===== config.mk =====
export PLATFORM = sky130hd
export DESIGN_NAME = exu_stage
export DESIGN_NICKNAME = d
export VERILOG_FILES = /design/src/rtl/exu_stage_pkg.sv /design/src/rtl/exu_stage_alu.sv /design/src/rtl/exu_stage.sv
export SDC_FILE = /design/constraint.sdc
export NUM_CORES = 1
export LEC_CHECK = 0
export ABC_AREA = 1
export BUFFER_PORTS_ARGS = -buffer_cell sky130_fd_sc_hd__buf_2
export CAP_MARGIN = 20
export CORE_MARGIN = 3
export CORE_UTILIZATION = 41
export DETAILED_ROUTE_END_ITERATION = 10
export MAX_ROUTING_LAYER = met4
export PLACE_DENSITY = 0.68
export SLEW_MARGIN = 20
export SYNTH_ARGS = -nofsm -noshare
export SYNTH_HDL_FRONTEND = slang
export SYNTH_HIERARCHICAL = 1
export SYNTH_SLANG_ARGS = --single-unit

===== constraint.sdc =====
create_clock -name clk -period 3.15 [get_ports clk]
set_input_delay 0.1575 -clock clk [delete_from_list [all_inputs] [get_ports clk]]
set_output_delay 0.1575 -clock clk [all_outputs]
set_load 0.05 [all_outputs]

===== src/rtl/exu_stage_pkg.sv =====
// Shared encodings for the execute stage: ALU ops, branch types, operand selects, FSM states.
package exu_stage_pkg;

    localparam int XLEN_C = 32;

    typedef enum logic [3:0] {
        ALUOP_ADD            = 4'd0,
        ALUOP_SUB            = 4'd1,
        ALUOP_LEFT           = 4'd2,
        ALUOP_RIGHT_L        = 4'd3,
        ALUOP_RIGHT_A        = 4'd4,
        ALUOP_AND            = 4'd5,
        ALUOP_OR             = 4'd6,
        ALUOP_XOR            = 4'd7,
        ALUOP_EQ             = 4'd8,
        ALUOP_LOWER_SIGNED   = 4'd9,
        ALUOP_LOWER_UNSIGNED = 4'd10
    } aluop_e;

    typedef enum logic [3:0] {
        BR_NONE = 4'd0,
        BR_BEQ  = 4'd1,
        BR_BNE  = 4'd2,
        BR_BLT  = 4'd3,
        BR_BGE  = 4'd4,
        BR_BLTU = 4'd5,
        BR_BGEU = 4'd6,
        BR_JAL  = 4'd7,
        BR_JALR = 4'd8
    } br_e;

    typedef enum logic [1:0] {
        SRC1_RS1  = 2'd0,
        SRC1_PC   = 2'd1,
        SRC1_ZERO = 2'd2
    } src1_e;

    typedef enum logic [1:0] {
        SRC2_RS2  = 2'd0,
        SRC2_IMM  = 2'd1,
        SRC2_FOUR = 2'd2
    } src2_e;

    typedef enum logic [1:0] {
        ST_IDLE = 2'd0,
        ST_EXEC = 2'd1,
        ST_TGT  = 2'd2,
        ST_DONE = 2'd3
    } state_e;

    function automatic logic is_branch(input logic [3:0] br);
        case (br)
            BR_BEQ, BR_BNE, BR_BLT, BR_BGE, BR_BLTU, BR_BGEU: return 1'b1;
            default:                                          return 1'b0;
        endcase
    endfunction

    function automatic logic is_jump(input logic [3:0] br);
        case (br)
            BR_JAL, BR_JALR: return 1'b1;
            default:         return 1'b0;
        endcase
    endfunction

    // Branches whose condition is the complement of the ALU compare result
    function automatic logic br_invert(input logic [3:0] br);
        case (br)
            BR_BNE, BR_BGE, BR_BGEU: return 1'b1;
            default:                 return 1'b0;
        endcase
    endfunction

    function automatic logic is_shift(input logic [3:0] op);
        case (op)
            ALUOP_LEFT, ALUOP_RIGHT_L, ALUOP_RIGHT_A: return 1'b1;
            default:                                  return 1'b0;
        endcase
    endfunction

endpackage


===== src/rtl/exu_stage_alu.sv =====
// Combinational RV32I ALU shared by the result and target passes of the execute stage.
module exu_stage_alu
    import exu_stage_pkg::*;
#(
    parameter int W = 32
) (
    input  logic [3:0]   op,
    input  logic [W-1:0] a,
    input  logic [W-1:0] b,
    output logic [W-1:0] res
);

    // Operation select; compares return 0/1 in bit 0
    always_comb begin
        res = {W{1'b0}};
        case (op)
            ALUOP_ADD:            res = a + b;
            ALUOP_SUB:            res = a - b;
            ALUOP_LEFT:           res = a << b[4:0];
            ALUOP_RIGHT_L:        res = a >> b[4:0];
            ALUOP_RIGHT_A:        res = $signed(a) >>> b[4:0];
            ALUOP_AND:            res = a & b;
            ALUOP_OR:             res = a | b;
            ALUOP_XOR:            res = a ^ b;
            ALUOP_EQ:             res = {{(W-1){1'b0}}, (a == b)};
            ALUOP_LOWER_SIGNED:   res = {{(W-1){1'b0}}, ($signed(a) < $signed(b))};
            ALUOP_LOWER_UNSIGNED: res = {{(W-1){1'b0}}, (a < b)};
            default:              res = {W{1'b0}};
        endcase
    end

endmodule


===== src/rtl/exu_stage.sv =====
// Multicycle RV32I execute stage: one ALU shared between the result pass and the branch/jump target pass.
module exu_stage
    import exu_stage_pkg::*;
#(
    parameter int XLEN          = 32,
    parameter int RESET_PC_HOLD = 0
) (
    input  logic            clk,
    input  logic            rst_n,
    input  logic            in_valid,
    output logic            in_ready,
    input  logic [XLEN-1:0] in_pc,
    input  logic [XLEN-1:0] in_rs1_val,
    input  logic [XLEN-1:0] in_rs2_val,
    input  logic [XLEN-1:0] in_imm,
    input  logic [3:0]      in_aluop,
    input  logic [1:0]      in_src1_sel,
    input  logic [1:0]      in_src2_sel,
    input  logic [3:0]      in_br_type,
    input  logic [4:0]      in_rd,
    input  logic            in_wen,
    input  logic [3:0]      in_mem_op,
    output logic            out_valid,
    input  logic            out_ready,
    output logic [XLEN-1:0] out_res,
    output logic [XLEN-1:0] out_store_data,
    output logic [4:0]      out_rd,
    output logic            out_wen,
    output logic [3:0]      out_mem_op,
    output logic            redirect_valid,
    output logic [XLEN-1:0] redirect_pc
);

    if (RESET_PC_HOLD != 0) begin : g_reset_pc_hold_unsupported
    end

    state_e          state_r, next_state_s;
    logic [XLEN-1:0] pc_r, rs1_r, rs2_r, imm_r, res_r, tgt_r;
    logic [3:0]      aluop_r, br_r, mem_op_r;
    logic [1:0]      src1_sel_r, src2_sel_r;
    logic [4:0]      rd_r;
    logic            wen_r, tgt_seen_r;
    logic [3:0]      alu_op_s;
    logic [XLEN-1:0] alu_a_s, alu_b_s, src2_raw_s, alu_res_s;
    logic            taken_s, accept_s;

    logic            in_ready_r, out_valid_r, out_wen_r, redirect_valid_r;
    logic [XLEN-1:0] out_res_r, out_store_data_r, redirect_pc_r;
    logic [4:0]      out_rd_r;
    logic [3:0]      out_mem_op_r;

    assign accept_s = (state_r == ST_IDLE) && in_valid && in_ready_r;
    assign taken_s  = alu_res_s[0] ^ br_invert(br_r);

    // Operand and op muxes; the target pass forces ADD of base+imm
    always_comb begin
        alu_op_s   = aluop_r;
        alu_a_s    = {XLEN{1'b0}};
        alu_b_s    = {XLEN{1'b0}};
        src2_raw_s = {XLEN{1'b0}};
        if (state_r == ST_TGT) begin
            alu_op_s = ALUOP_ADD;
            alu_a_s  = (br_r == BR_JALR) ? rs1_r : pc_r;
            alu_b_s  = imm_r;
        end else begin
            case (src1_sel_r)
                SRC1_RS1: alu_a_s = rs1_r;
                SRC1_PC:  alu_a_s = pc_r;
                default:  alu_a_s = {XLEN{1'b0}};
            endcase
            case (src2_sel_r)
                SRC2_RS2:  src2_raw_s = rs2_r;
                SRC2_IMM:  src2_raw_s = imm_r;
                SRC2_FOUR: src2_raw_s = 32'd4;
                default:   src2_raw_s = {XLEN{1'b0}};
            endcase
            if (is_shift(aluop_r)) begin
                alu_b_s = {27'd0, src2_raw_s[4:0]};
            end else begin
                alu_b_s = src2_raw_s;
            end
        end
    end

    exu_stage_alu #(.W(XLEN)) u_alu (
        .op  (alu_op_s),
        .a   (alu_a_s),
        .b   (alu_b_s),
        .res (alu_res_s)
    );

    // State register
    always_ff @(posedge clk or negedge rst_n) begin
        if (!rst_n) state_r <= ST_IDLE;
        else        state_r <= next_state_s;
    end

    // Next-state logic
    always_comb begin
        next_state_s = state_r;
        case (state_r)
            ST_IDLE: begin
                if (accept_s) next_state_s = ST_EXEC;
                else          next_state_s = ST_IDLE;
            end
            ST_EXEC: begin
                if (is_jump(br_r) || (is_branch(br_r) && taken_s)) next_state_s = ST_TGT;
                else                                               next_state_s = ST_DONE;
            end
            ST_TGT:  next_state_s = ST_DONE;
            ST_DONE: begin
                if (out_valid_r && out_ready) next_state_s = ST_IDLE;
                else                          next_state_s = ST_DONE;
            end
            default: next_state_s = ST_IDLE;
        endcase
    end

    // Instruction latch and the two ALU pass results
    always_ff @(posedge clk or negedge rst_n) begin
        if (!rst_n) begin
            pc_r <= '0; rs1_r <= '0; rs2_r <= '0; imm_r <= '0;
            aluop_r <= 4'd0; br_r <= 4'd0; mem_op_r <= 4'd0;
            src1_sel_r <= 2'd0; src2_sel_r <= 2'd0;
            rd_r <= 5'd0; wen_r <= 1'b0;
            res_r <= '0; tgt_r <= '0; tgt_seen_r <= 1'b0;
        end else begin
            if (accept_s) begin
                pc_r <= in_pc; rs1_r <= in_rs1_val; rs2_r <= in_rs2_val; imm_r <= in_imm;
                aluop_r <= in_aluop; br_r <= in_br_type; mem_op_r <= in_mem_op;
                src1_sel_r <= in_src1_sel; src2_sel_r <= in_src2_sel;
                rd_r <= in_rd; wen_r <= in_wen;
                tgt_seen_r <= 1'b0;
            end
            if (state_r == ST_EXEC) res_r <= alu_res_s;
            if (state_r == ST_TGT) begin
                tgt_r      <= (br_r == BR_JALR) ? {alu_res_s[XLEN-1:1], 1'b0} : alu_res_s;
                tgt_seen_r <= 1'b1;
            end
        end
    end

    // Registered outputs: loaded on entry to DONE, redirect pulses once
    always_ff @(posedge clk or negedge rst_n) begin
        if (!rst_n) begin
            in_ready_r <= 1'b0; out_valid_r <= 1'b0; out_wen_r <= 1'b0;
            redirect_valid_r <= 1'b0; out_res_r <= '0; out_store_data_r <= '0;
            redirect_pc_r <= '0; out_rd_r <= 5'd0; out_mem_op_r <= 4'd0;
        end else begin
            in_ready_r       <= (next_state_s == ST_IDLE);
            redirect_valid_r <= 1'b0;
            if ((state_r == ST_DONE) && !out_valid_r) begin
                out_valid_r      <= 1'b1;
                out_res_r        <= res_r;
                out_store_data_r <= rs2_r;
                out_rd_r         <= rd_r;
                out_wen_r        <= wen_r & ~is_branch(br_r);
                out_mem_op_r     <= mem_op_r;
                redirect_valid_r <= tgt_seen_r;
                redirect_pc_r    <= tgt_r;
            end else if (out_valid_r && out_ready) begin
                out_valid_r <= 1'b0;
            end
        end
    end

    assign in_ready       = in_ready_r;
    assign out_valid      = out_valid_r;
    assign out_res        = out_res_r;
    assign out_store_data = out_store_data_r;
    assign out_rd         = out_rd_r;
    assign out_wen        = out_wen_r;
    assign out_mem_op     = out_mem_op_r;
    assign redirect_valid = redirect_valid_r;
    assign redirect_pc    = redirect_pc_r;

endmodule


# After elaboration in Yosys (flattened, before gate mapping)
# Cells that the tools add are included.
[word_totals]
register_bits = 326
input_bits = 154
[classes]
addsub = 2
magnitude_cmp = 2
n_eq_ne = 28
shift = 3
muxes = 26
n_bitwise = 6
reduce_logical = 18
[op_table]
columns = ["cell", "n"]
rows = [
  ["$pmux W32 S11", 1],
  ["$mux W32", 4],
  ["$pmux W32 S3", 1],
  ["$lt A32 B32 Y1", 2],
  ["$pmux W32 S2", 1],
  ["$eq A4 B3 Y1 const B", 9],
  ["$add A32 B32 Y32", 1],
  ["$and A32 B32 Y32", 1],
  ["$eq A32 B32 Y1", 1],
  ["$or A32 B32 Y32", 1],
  ["$shl A32 B5 Y32", 1],
  ["$shr A32 B5 Y32", 1],
  ["$sshr A32 B5 Y32", 1],
  ["$sub A32 B32 Y32", 1],
  ["$xor A32 B32 Y32", 1],
  ["$eq A4 B2 Y1 const B", 6],
  ["$eq A4 B4 Y1 const B", 4],
  ["$mux W1", 16],
  ["$eq A4 B1 Y1 const B", 2],
  ["$logic_not A2 Y1", 4],
  ["$pmux W2 S4", 1],
  ["$eq A2 B1 Y1 const B", 3],
  ["$eq A2 B2 Y1 const B", 3],
  ["$reduce_or A3 Y1", 2],
  ["12 further kinds", 17],
]

# Depth between registers and ports, before layout
[logic_depth]
word_depth = 14
depth_mapped = 30

# By module
# The synthesis kept the hierarchy.
[modules_own_cells]
columns = ["mod", "instances", "cells_per_inst", "area_each_um2"]
rows = [
  ["exu_stage", 1, 1622, 13873.3],
  ["exu_stage_alu", 1, 2048, 9987.1],
]

# Worst setup path after synthesis
# OpenSTA, ideal clock, no wires.
[synth_timing]
kind = "flip-flop to flip-flop"
startpoint = "reg state_r[0]"
endpoint = "reg in_ready_r, in the netlist in_ready"
setup_ps = 71
t_arrival_ps = 3388
path_slack_ps = -309
path_stages_with_launch = 30
synth_period_minus_slack_ps = 3459
path_cell_list = "dfrtp_1 inv_2 nand2_2 buf_2 nand2_1 o21ai_0 buf_2 inv_2 buf_2 buf_2 ha_1 buf_4 inv_2 a21oi_1 o21ai_2 nand2_1 nand2_1 nand2_1 nand2_1 nand2_1 nand2_1 nor2_1 nor2_1 nand2_1 inv_1 nand2_1 nand3_1 nand2_1 nand2_1 nor2_1"
[synth_between]
elab_chain_cells = 10
elab_cells_between_ends = 39
classes_between = "add/sub: 2; order compare: 2; eq/ne: 14; shift: 3; mux: 7; bitwise: 4; reduce/logical: 7"
[synth_lines]
columns = ["item", "line", "text"]
rows = [
  ["from (decl)", "exu_stage.sv:37", "state_e state_r, next_state_s;"],
  ["from (signal assigned)", "exu_stage.sv:95", "else state_r <= next_state_s;"],
  ["$eq A2 B2 Y1 (*)", "exu_stage.sv:61", "if (state_r == ST_TGT) begin"],
  ["$mux W32 (*)", "exu_stage.sv:61", ""],
  ["net alu_b_s[3]", "exu_stage.sv:44", "logic [XLEN-1:0] alu_a_s, alu_b_s, src2_raw_s, alu_res_s;"],
  ["$lt A32 B32 Y1 (tied with other cells)", "exu_stage_alu.sv:27", "ALUOP_LOWER_UNSIGNED: res = {{(W-1){1'b0}}, (a < b)};"],
  ["$pmux W32 S11 (*)", "exu_stage_alu.sv:16", "case (op)"],
  ["net alu_res_s[0]", "exu_stage.sv:44", ""],
  ["$xor A1 B1 Y1 (*)", "exu_stage.sv:53", "assign taken_s = alu_res_s[0] ^ br_invert(br_r);"],
  ["$logic_and A1 B1 Y1 (*)", "exu_stage.sv:107", "if (is_jump(br_r) || (is_branch(br_r) && taken_s)) next_state_s = ST_TGT;"],
  ["$logic_or A1 B1 Y1 (*)", "exu_stage.sv:107", ""],
  ["$mux W1 (*)", "exu_stage.sv:107", ""],
  ["$pmux W2 S4 (*)", "exu_stage.sv:101", "case (state_r)"],
  ["net next_state_s[0]", "exu_stage.sv:37", ""],
  ["$logic_not A2 Y1 (*)", "exu_stage.sv:150", "in_ready_r <= (next_state_s == ST_IDLE);"],
  ["to (signal assigned)", "exu_stage.sv:150", ""],
  ["to (decl)", "exu_stage.sv:47", "logic in_ready_r, out_valid_r, out_wen_r, redirect_valid_r;"],
]
# The timed path passes the listed nets; every way through them passes the cells marked *.
# A chain may end at the register's enable or synchronous reset.

# Worst setup path after layout
[layout_timing]
startpoint = "reg state_r[0]"
endpoint = "reg in_ready_r, in the netlist in_ready"
[layout_between]
elab_chain_cells = 10
elab_cells_between_ends = 39
classes_between = "add/sub: 2; order compare: 2; eq/ne: 14; shift: 3; mux: 7; bitwise: 4; reduce/logical: 7"
[layout_lines]
columns = ["item", "line"]
rows = [
  ["$eq A2 B2 Y1 (*)", "exu_stage.sv:61"],
  ["$mux W32 (*)", "exu_stage.sv:61"],
  ["net alu_a_s[19]", "exu_stage.sv:44"],
  ["$lt A32 B32 Y1 (tied with other cells)", "exu_stage_alu.sv:27"],
  ["$pmux W32 S11 (*)", "exu_stage_alu.sv:16"],
  ["net alu_res_s[0]", "exu_stage.sv:44"],
  ["$xor A1 B1 Y1 (*)", "exu_stage.sv:53"],
  ["$logic_and A1 B1 Y1 (*)", "exu_stage.sv:107"],
  ["$logic_or A1 B1 Y1 (*)", "exu_stage.sv:107"],
  ["$mux W1 (*)", "exu_stage.sv:107"],
  ["$pmux W2 S4 (*)", "exu_stage.sv:101"],
  ["net next_state_s[0]", "exu_stage.sv:37"],
  ["$logic_not A2 Y1 (*)", "exu_stage.sv:150"],
]
# Marked as above.

==> qor.yml <==
grt_pass1_wl_um: 166000
die_area_mm2: 0.0611
synthArstFlopShare_pct: 100
synth.cell_area_mm2: 0.0239
min_period_ps: 3430
multi_input_area_mm2: 0.0157
clock_latency_ps: 570
cts_tree: "done"
cp_max_fo: 21
via_count: 29600
drv_slew: 0
grt_pass1_vias: 28200
slew_headroom_pct: 48.9
finalSetupViolations: 62
drive_gt1_share_pct: 34.6
dp_hpwl_um: 80400
hp-class: "in2async"
crit_path_start_kind: "register"
synth_top_area_cell: "dfrtp_1"
setup_slack_ps: -283
synth_edf_count: 0
cts_root_buf: "clkbuf_16"
die-height_um: 247
track_usage_pct: 36.5
initial_core_util_pct: 41.9
htree_levels: 2
cts_buffer_depth: 3
wl_um: 113000
area_growth_pct: 51.6
ant_nets: 0
fill_cells: 4825
status: "finished with violations"
wire_per_inst_um: 21.2
cpPeakStageDelay_ps: 430
tns_ps: -6360
core_area_mm2: 0.0569
cts_buffers: 35
first_pass_iters: 6
antenna_found_initial: 1
grt_max_degree: 96
timing.hold.ws_ps: 212
post_synth_num_cell_types: 50
fmax_ghz: 0.291
yosys-top-cells-area: "dfrtp_1, nand2_1, nand3_1"
crit_required_ps: 3640
skew_ps: 32.7
regArea_mm2: 0.00816
violations: "setup timing"
cts_num_sinks: 326
hold_violations: 0
avgSynthCellArea_um2: 6.50
crit_type: "reg2reg"
crit_top_cell: "nand2_1"
initialDrtViolationCount: 3415
drcViolationCount: 0
placementRows: 87
worstSetupEndpointType: "register"
cp.arrival_ps: 3930
io_buffers: 262
path_clk_slew_ps: 60
finalNetCount: 4832
die_x_um: 247
grt_overflow_total: 0
maxCapViolations: 0
yosysWarnings: 6
rsz0062_at_grt: "true"
worstMarginPinSlew_ps: 766
synth.yosys.seq_area_share_pct: 34.2
fin_crit_sh_pct: 109
synth_top_area_share_pct: 34.2
critPathSlowestCell: "dfrtp_1"
synthCells: 3670
rrSetupSlack_ps: -280
viasPerCell: 5.54
synth_nets: 3928
ys_seq_elements: 326
ys.flop_type: "dfrtp_1"
place.gp.congestion: 1.12
ioPinCount: 263
-- cell usage in the layout, fill, tap and decap left out, types with 43 or more instances in the layout --
cell	instances
buf_4	532
nand2_1	1139
buf_12	43
o22ai_1	54
nor2_1	131
inv_1	317
nor2_2	75
ha_1	59
inv_2	116
dlygate4sd3_1	152
dfrtp_1	326
o21ai_2	44
buf_2	261
nand3_1	335
o21ai_1	169
nand3_2	51
o21ai_0	173
buf_6	56
nand2_2	91
a21oi_2	47
-- metrics by stage --
step                area [µm²]  worst slack (ps)  instances  util, %
global route             36200              -401       5355     63.5
global placement         29700              -535       5053     52.2
finish                   36200              -283       5355     63.5
detailed placement       29700              -540       5053     52.2
CTS                      34800              -159       5323     61.1
floorplan                24000             -9.70       3670        -
-- state kept, by name (all words and copies together), names as in the netlist, 2 cells and up --
register,cells
out_store_data,32
out_res,32
out_mem_op,4
imm_r,32
out_rd,5
pc_r,32
br_r,4
rs1_r,32
mem_op_r,4
state_r,2
src2_sel_r,2
aluop_r,4
rd_r,5
tgt_r,32
src1_sel_r,2
rs2_r,32
redirect_pc,32
res_r,32
-- timing repair --
action,4_1_cts,5_1_grt
gates cloned,6,2
hold buffers,152,0
endpoints found under the hold margin,234,0
pin swaps,102,139
endpoints found under the setup margin,66,66
setup buffers,54,35
resized for setup,513,373
-- cells in the mapped netlist, types with 6 or more instances --
| master | number |
|---|---|
| inv_1 | 422 |
| o22ai_1 | 55 |
| nor3_1 | 27 |
| a21oi_1 | 107 |
| nor2_2 | 9 |
| o21bai_1 | 10 |
| o21ai_0 | 271 |
| buf_2 | 93 |
| clkbuf_1 | 41 |
| o211ai_1 | 16 |
| inv_2 | 16 |
| o21ai_1 | 122 |
| buf_4 | 30 |
| nand2_1 | 1244 |
| nand3_1 | 393 |
| nand4_1 | 30 |
| a22oi_1 | 27 |
| nor2_1 | 234 |
| buf_1 | 8 |
| and2_1 | 13 |
| ha_1 | 102 |
| buf_6 | 17 |
| nand2_2 | 6 |
| dfrtp_1 | 326 |
-- layer usage --
| layer | part of all wire, % | GRT usage, % | vias up | routed length, µm |
|---|---|---|---|---|
| li1 | - | - | 13600 | - |
| met2 | 44 | 55.1 | 1629 | 49700 |
| met3 | 8.7 | 5.84 | 409 | 9810 |
| met1 | 40 | 46.1 | 14000 | 45200 |
| met4 | 7.6 | 21.9 | 0 | 8630 |
| met5 | 0 | - | - | 0 |
-- layout make-up --
| cell class | count | area share [%] |
|---|---|---|
| multi-input cells | 2712 | 43.3 |
| repair buffers | 1058 | 23.7 |
| flip-flops and latches | 326 | 22.5 |
| inverters | 441 | 4.64 |
| clock buffers | 47 | 2.66 |
| well taps | 756 | 2.61 |
| clock inverters | 14 | 0.508 |
| diodes | 1 | 0.00692 |
-- critical path, delay by kind of cell (launching register included) --
kind | cells | cell delay (ps)
buffers and inverters | 8 | 1050
and+or+nand+nor | 11 | 980
AOI/OAI and AO/OA | 5 | 670
DFF | 1 | 430
adders and majority gates | 1 | 230
-- cells by family after synthesis --
kind of cell / after synthesis / share of synthesized area, %
AOI/OAI and AO/OA: 629 / 14.4
xor gates and xnor gates: 1 / 0.0367
adders and majority gates: 104 / 5.52
buffers and inverters: 633 / 11.5
DFF: 326 / 34.2
muxes: 1 / 0.0420
and+or+nand+nor: 1976 / 34.4
-- path summary, 6_finish.rpt --
check	startpoint	endpoint	cells after the start
max in group asynchronous	rst_n	out_store_data[26]	3
max	state_r[0]	in_ready	25
min reg2reg	out_res[2]	out_res[2]	2
min in group clk	in_valid	imm_r[20]	5
max reg2reg	state_r[0]	in_ready	25
min	rst_n	tgt_r[12]	2
Power is left out: the tool's default activity adds up to more than one toggle a clock period on the data nets, which glitch-free logic cannot reach.
